**src/rtl/pipe_add_sub_pkg.sv**
```systemverilog
// Shared definitions for the pipelined adder/subtractor: op encodings,
// the INC/DEC step constant and bit positions within the flags word.
package pipe_add_sub_pkg;

  typedef enum logic [1:0] {
    OP_ADD = 2'd0,
    OP_SUB = 2'd1,
    OP_INC = 2'd2,
    OP_DEC = 2'd3
  } op_e;

  localparam int unsigned INC_DEC_CONST = 4;

  localparam int unsigned NUM_FLAGS  = 4;
  localparam int unsigned FLAG_NEG   = 0;
  localparam int unsigned FLAG_ZERO  = 1;
  localparam int unsigned FLAG_OVF   = 2;
  localparam int unsigned FLAG_CARRY = 3;

endpackage

```
**src/rtl/pipe_add_sub_add_slice.sv**
```systemverilog
// Combinational slice adder with carry-in/carry-out. Slices whose width is a
// multiple of 4 are built from chained cla4 lookahead blocks; other widths
// fall back to a plain behavioural adder.

module cla4 (
  input  logic [3:0] a,
  input  logic [3:0] b,
  input  logic       cin,
  output logic [3:0] sum,
  output logic       cout
);

  logic [3:0] g;
  logic [3:0] p;
  logic [3:0] c;

  assign g    = a & b;
  assign p    = a ^ b;
  assign c[0] = cin;
  assign c[1] = g[0] | (p[0] & cin);
  assign c[2] = g[1] | (p[1] & g[0]) | (p[1] & p[0] & cin);
  assign c[3] = g[2] | (p[2] & g[1]) | (p[2] & p[1] & g[0])
              | (p[2] & p[1] & p[0] & cin);
  assign cout = g[3] | (p[3] & g[2]) | (p[3] & p[2] & g[1])
              | (p[3] & p[2] & p[1] & g[0])
              | (p[3] & p[2] & p[1] & p[0] & cin);
  assign sum  = p ^ c;

endmodule

module add_slice #(
  parameter int unsigned W = 8
) (
  input  logic [W-1:0] a,
  input  logic [W-1:0] b,
  input  logic         cin,
  output logic [W-1:0] sum,
  output logic         cout
);

  if ((W % 4) == 0) begin : g_cla
    localparam int unsigned N = W / 4;
    logic [N:0] c;

    assign c[0] = cin;
    for (genvar i = 0; i < N; i++) begin : g_blk
      cla4 u_cla (
        .a    (a[4*i +: 4]),
        .b    (b[4*i +: 4]),
        .cin  (c[i]),
        .sum  (sum[4*i +: 4]),
        .cout (c[i+1])
      );
    end
    assign cout = c[N];
  end else begin : g_ripple
    logic [W:0] full;

    assign full = (W+1)'(a) + (W+1)'(b) + (W+1)'(cin);
    assign sum  = full[W-1:0];
    assign cout = full[W];
  end

endmodule

```
**src/rtl/pipe_add_sub.sv**
```systemverilog
// Pipelined add/sub/inc/dec unit. Operands are cut into STAGES slices that
// are summed LSB-first, one slice per stage, with the carry registered
// between stages. A stall at the output freezes every stage.
// Optional feature macro: PIPE_ADD_SUB_SAT_EN (signed saturation of the
// final result on overflow; wrapped result when undefined).
module pipe_add_sub
  import pipe_add_sub_pkg::*;
#(
  parameter int unsigned WIDTH  = 32,
  parameter int unsigned STAGES = 4
) (
  input  logic             clk,
  input  logic             rst,
  input  logic             in_valid,
  output logic             in_ready,
  input  logic [1:0]       op,
  input  logic [WIDTH-1:0] a,
  input  logic [WIDTH-1:0] b,
  output logic             out_valid,
  input  logic             out_ready,
  output logic [WIDTH-1:0] result,
  output logic [3:0]       flags
);

  localparam int unsigned STG  = (STAGES == 0) ? 1 : STAGES;
  localparam int unsigned SW   = WIDTH / STG;
  localparam int unsigned LAST = STG - 1;

  if (STAGES < 1 || WIDTH < 8 || WIDTH > 64 || (WIDTH % STG) != 0) begin : g_param_check
    $error("pipe_add_sub: WIDTH must be 8..64 and a multiple of STAGES");
  end

  logic             stall;
  logic             advance;
  logic             accept;
  logic             cin0;
  logic [WIDTH-1:0] b_eff;

  // Per-stage adder inputs (from the previous stage register, or the ports)
  logic [WIDTH-1:0] src_a     [STG];
  logic [WIDTH-1:0] src_b     [STG];
  logic [WIDTH-1:0] src_r     [STG];
  logic             src_c     [STG];
  logic             src_v     [STG];
  logic [WIDTH-1:0] nxt_r     [STG];
  logic [SW-1:0]    slice_sum [STG];
  logic             slice_co  [STG];

  // Stage registers; the final stage registers straight into result/flags
  logic [WIDTH-1:0] q_a [STG];
  logic [WIDTH-1:0] q_b [STG];
  logic [WIDTH-1:0] q_r [STG];
  logic             q_c [STG];
  logic             q_v [STG];

  logic [WIDTH-1:0]     raw;
  logic [WIDTH-1:0]     res_final;
  logic                 a_msb;
  logic                 b_msb;
  logic                 ovf;
  logic [NUM_FLAGS-1:0] flags_nxt;

  assign stall    = out_valid && !out_ready;
  assign advance  = !stall;
  assign accept   = in_valid && !stall;
  assign in_ready = rst || !stall;

  // Form the second operand and stage-0 carry-in from the op code
  always_comb begin
    b_eff = b;
    cin0  = 1'b0;
    case (op_e'(op))
      OP_ADD: begin
        b_eff = b;
        cin0  = 1'b0;
      end
      OP_SUB: begin
        b_eff = ~b;
        cin0  = 1'b1;
      end
      OP_INC: begin
        b_eff = WIDTH'(INC_DEC_CONST);
        cin0  = 1'b0;
      end
      OP_DEC: begin
        b_eff = ~(WIDTH'(INC_DEC_CONST));
        cin0  = 1'b1;
      end
      default: begin
        b_eff = b;
        cin0  = 1'b0;
      end
    endcase
  end

  for (genvar k = 0; k < STG; k++) begin : g_stage
    localparam logic [WIDTH-1:0] SLICE_MASK = WIDTH'({SW{1'b1}}) << (k * SW);

    if (k == 0) begin : g_src_in
      assign src_a[k] = a;
      assign src_b[k] = b_eff;
      assign src_r[k] = '0;
      assign src_c[k] = cin0;
      assign src_v[k] = accept;
    end else begin : g_src_reg
      assign src_a[k] = q_a[k-1];
      assign src_b[k] = q_b[k-1];
      assign src_r[k] = q_r[k-1];
      assign src_c[k] = q_c[k-1];
      assign src_v[k] = q_v[k-1];
    end

    add_slice #(.W(SW)) u_slice (
      .a    (src_a[k][k*SW +: SW]),
      .b    (src_b[k][k*SW +: SW]),
      .cin  (src_c[k]),
      .sum  (slice_sum[k]),
      .cout (slice_co[k])
    );

    // Lower slices already summed ride along; this stage fills in slice k
    assign nxt_r[k] = (src_r[k] & ~SLICE_MASK) | (WIDTH'(slice_sum[k]) << (k * SW));
  end

  // Final-stage flag generation and optional saturation
  always_comb begin
    raw   = nxt_r[LAST];
    a_msb = src_a[LAST][WIDTH-1];
    b_msb = src_b[LAST][WIDTH-1];
    ovf   = (a_msb == b_msb) && (raw[WIDTH-1] != a_msb);
`ifdef PIPE_ADD_SUB_SAT_EN
    if (ovf) begin
      res_final = a_msb ? {1'b1, {(WIDTH-1){1'b0}}} : {1'b0, {(WIDTH-1){1'b1}}};
    end else begin
      res_final = raw;
    end
`else
    res_final = raw;
`endif
    flags_nxt             = '0;
    flags_nxt[FLAG_CARRY] = slice_co[LAST];
    flags_nxt[FLAG_OVF]   = ovf;
    flags_nxt[FLAG_ZERO]  = (res_final == '0);
    flags_nxt[FLAG_NEG]   = res_final[WIDTH-1];
  end

  // Pipeline advance: valid bits always move, payload only loads behind a
  // valid op so bubbles leave the last data (and the zeroed output) untouched
  always_ff @(posedge clk) begin
    if (rst) begin
      for (int unsigned k = 0; k < STG; k++) begin
        q_v[k] <= 1'b0;
        q_c[k] <= 1'b0;
        q_a[k] <= '0;
        q_b[k] <= '0;
        q_r[k] <= '0;
      end
      out_valid <= 1'b0;
      result    <= '0;
      flags     <= '0;
    end else if (advance) begin
      for (int unsigned k = 0; k + 1 < STG; k++) begin
        q_v[k] <= src_v[k];
        if (src_v[k]) begin
          q_a[k] <= src_a[k];
          q_b[k] <= src_b[k];
          q_r[k] <= nxt_r[k];
          q_c[k] <= slice_co[k];
        end
      end
      out_valid <= src_v[LAST];
      if (src_v[LAST]) begin
        result <= res_final;
        flags  <= flags_nxt;
      end
    end
  end

endmodule

```
**config.mk**
```make
export PLATFORM = sky130hd
export DESIGN_NAME = pipe_add_sub
export DESIGN_NICKNAME = d
export VERILOG_FILES = /design/src/rtl/pipe_add_sub_pkg.sv /design/src/rtl/pipe_add_sub_add_slice.sv /design/src/rtl/pipe_add_sub.sv
export SDC_FILE = /design/constraint.sdc
export NUM_CORES = 1
export LEC_CHECK = 0
export BUFFER_PORTS_ARGS = -buffer_cell sky130_fd_sc_hd__buf_2
export CAP_MARGIN = 20
export CORE_ASPECT_RATIO = 1.2
export CORE_UTILIZATION = 35
export CTS_CLUSTER_DIAMETER = 100
export DETAILED_ROUTE_END_ITERATION = 6
export SYNTH_ARGS = -nofsm -noshare
export SYNTH_HDL_FRONTEND = slang
export SYNTH_SLANG_ARGS = --single-unit
```
**constraint.sdc**
```tcl
create_clock -name clk -period 3 [get_ports clk]
set_clock_uncertainty 0.2 [all_clocks]
set_input_delay 0.45 -clock clk [delete_from_list [all_inputs] [get_ports clk]]
set_output_delay 0.45 -clock clk [all_outputs]
set_load 0.02 [all_outputs]
```
==> flow_metrics.tcl <==
set metrics [dict create \
    yosys_warnings 0 \
    critPathMaxStageDelay_ns 0.50 \
    p_clk_share_pct 36.2 \
    path_max_fanout 3 \
    htree_num_levels 4 \
    use_met1_pct 16.9 \
    post-route-util_pct 42.3 \
    post-route-min-period_ns 3.11 \
    powerDensity_nw_per_um2 573 \
    crit_required_ns 3.16 \
    grtUsageTotal_pct 13.0 \
    crit_path_top_delay_cell "or4b_4" \
    nets 931 \
    met3_usage_pct 2.61 \
    cp-end-kind "flip-flop" \
    r2r_start "q_b[0][90]$_SDFFCE_PN0P_" \
    slew_viol_final 0 \
    timing.final.ws_setup_ns -0.106 \
    grt_pass1_vias 5234 \
    vdd_drop_max_mv 0.308 \
    fin_crit_sh_pct 104 \
    synth_area_um2 8590 \
    violations "negative setup slack" \
    grt_setup_unrepaired "true" \
    port_buffers 107 \
    gp_congestion 0.745 \
    ant_nets 0 \
    hold_path_depth 2 \
    clock_latency_ns 0.42 \
    wl_mm 15.7 \
    nFillCells 2282 \
    relSlewSlack_pct 64.5 \
    cts_tree "yes" \
    crit_chain "ha_4 > a21o_1 > a22oi_2 > nand2b_1 > fa_1 > nor4_2 > nand4_2 > nor4_2 > nand4_1 > or4b_4 > a21oi_2" \
    num_vias 5360 \
    cts-root-buf "clkbuf_16" \
    drv_cap 0 \
    fp.dieArea_um2 25200 \
    die_w_um 145 \
    numCtsBuffers 17 \
    power_w 0.00581 \
    cp.arrival_ns 3.27 \
    grt_max_degree 58 \
    seq_area_frac_synth_pct 60.9 \
    power_frac_seq_pct 52.2 \
    avgSynthCellArea_um2 12.0 \
    hold_path.class "in -> reg" \
    grt_pass1_wl_mm 26.1 \
    path_class "reg -> reg" \
    yosysUniqueCellTypes 47 \
    synthTopCellsByArea "edfxtp_1 (52%), dfxtp_1 (8.4%), and3_1 (7.4%), xnor2_1 (4.7%), ha_1 (4.7%)" \
    switching_share_pct 25.1 \
    drtIter0Drc 245 \
    tightest_slew_ns 0.528 \
    place_hpwl_mm 11.7 \
    synth_ff_type "edfxtp_1" \
    start_util_pct 35.8 \
    n_antenna_cell 0 \
    max_freq_mhz 322 \
    synthCells 714 \
    antenna_found_initial 0 \
    start_kind "flip-flop" \
    ios 108 \
    setup_tns_ns -0.106 \
    grt_overflow 0 \
    rr_worst_depth 11 \
    cts_setup_buffers 0 \
    viasPerCell 4.64 \
    die_h_um 174 \
    setup_viol 1 \
    p_sw_w 0.00146 \
    drtPass1Iterations 5 \
    worstReg2RegEnd "flags[1]$_SDFFE_PP0P_" \
    cts.sinks 186 \
    intPower_w 0.00435 \
    reg2reg_slack_ns -0.11 \
    hp-start "a[13]" \
    p_comb_share_pct 11.6 \
    holdWs_ns 0.132 \
    syn_to_final_growth_pct 18.2 \
    grt-busiest-layer "met2" \
    drc_errors 0 \
    drive_gt1_share_pct 21.5 \
    leakagePower_nw 4.41 \
    rows 62 \
    core-area_um2 24000 \
    wire_per_inst_um 13.6 \
    synth_top_cell_area_share_pct 52.5 \
    synth_nets 824 \
    hold_buffers 0 \
    holdPathEnd "q_a[0][13]$_SDFFCE_PN0P_" \
    outcome "finished with violations" \
    grtUsageMet2_pct 21.7 \
    finalHoldViolCount 0 \
    synth_edf_count 150 \
    synth.ff_latch_count 186 \
    path_clk_slew_ns 0.07 \
    cpMostUsedCell "nor4_2" \
    synthArstFlopShare_pct 0 \
    synth_top_area_cell "edfxtp_1" \
    clk_path_buf_depth 2 \
    cts_resized 0 \
]
==> cell usage after synthesis (all sizes together) (2+ instances only) <==
cell type,instances
nor3,2
nand2b,7
nor3b,5
nor2b,33
xnor2,46
dfxtp,36
o21bai,3
nand3,3
o21a,2
buf,5
fa,8
inv,13
mux2i,3
edfxtp,150
nand2,68
xor2,5
nand4,7
and3,102
o211ai,3
nor4,6
a21o,13
o21ai,2
a211oi,6
clkbuf,36
nor2,56
a21oi,48
a22oi,2
o31ai,3
ha,32
==> placed cells by master, fill, tap and decap left out, drive strengths merged, types with 2 or more instances in the layout <==
cell        n
a211oi      6
a21o       13
a21oi      48
a22oi       2
and3      102
buf       130
clkbuf     17
clkinv      4
clkinvlp    2
dfxtp      36
edfxtp    150
fa          8
ha         32
inv        22
mux2i       3
nand2      68
nand2b      7
nand3       3
nand4       7
nor2       56
nor2b      33
nor3        2
nor3b       5
nor4        6
o211ai      3
o21a        2
o21ai       2
o21bai      3
o31ai       3
xnor2      46
xor2        5
==> layout make-up <==
class                   count  area, um2  area share, %
flip-flops and latches    186       5230           51.5
multi-input cells         473       3180           31.4
repair buffers            130        733           7.23
clock buffers              17        425           4.19
well taps                 320        400           3.95
clock inverters            15        131           1.29
inverters                  13       48.8          0.481
==> logic make-up (layout without fill, tap and decap cells) <==
logic type	Yosys count	count (layout)	synth area share [%]
AND/OR/NAND/NOR	294	294	18.2
flip-flops	186	186	60.9
AO/OA/AOI/OAI	85	85	6.18
buffers and inverters	55	175	2.73
XOR/XNOR	51	51	5.20
adder cells (fa/ha/maj)	40	40	6.53
multiplexers	3	3	0.350
==> through the flow <==
step / worst slack (ns) / area, um2 / std cells
2_1_floorplan: 0.0158 / 8620 / 714
3_3_place_gp: -0.0207 / 9580 / 1122
3_5_place_dp: -0.107 / 9580 / 1122
4_1_cts: -0.143 / 10100 / 1154
5_1_grt: -0.299 / 10100 / 1154
6_report: -0.106 / 10100 / 1154
==> worst max-delay path, delay by kind of cell, from the launching register on <==
| family | cells | cell delay (ns) |
|---|---|---|
| flops | 1 | 0.42 |
| compound gates | 3 | 0.52 |
| fa+ha+maj | 2 | 0.75 |
| simple gates | 6 | 1.16 |
==> registers in the layout, indices dropped and copies added, names as in the netlist <==
register / count
flags: 4
out_valid: 1
q_a: 48
q_b: 48
q_c: 3
q_r: 48
q_v: 3
result: 31
==> worst max-delay path by stage <==
stage / startpoint / endpoint / slack, ns / depth (start not counted)
after CTS: q_b[0][90]$_SDFFCE_PN0P_ / flags[1]$_SDFFE_PP0P_ / -0.14 / 11
after global routing: q_b[0][90]$_SDFFCE_PN0P_ / flags[1]$_SDFFE_PP0P_ / -0.30 / 11
final: q_b[0][90]$_SDFFCE_PN0P_ / flags[1]$_SDFFE_PP0P_ / -0.11 / 11
after floorplan: q_b[0][88]$_SDFFCE_PN0P_ / flags[1]$_SDFFE_PP0P_ / 0.02 / 11
after global placement: q_b[0][90]$_SDFFCE_PN0P_ / flags[1]$_SDFFE_PP0P_ / -0.02 / 11
after detailed placement: q_b[0][90]$_SDFFCE_PN0P_ / flags[1]$_SDFFE_PP0P_ / -0.11 / 11
==> power by group through the flow <==
stage / logic, W / clock network (W) / registers (W)
6_report: 0.000673 / 0.00211 / 0.00303
5_1_grt: 0.000759 / 0.00226 / 0.00305
4_1_cts: 0.000682 / 0.00216 / 0.00304
3_5_place_dp: 0.000677 / 0 / 0.00309
3_3_place_gp: 0.000664 / 0 / 0.00309
2_1_floorplan: 0.000463 / 0 / 0.00309
==> layer usage <==
layer  vias to the layer above  part of all wire [%]
met5                         -                     0
met4                         0                   1.3
met3                        14                   3.5
met2                       108                    48
met1                      2469                    48
li1                       2769                     -
No activity file was read; power rests on OpenSTA's default activity.
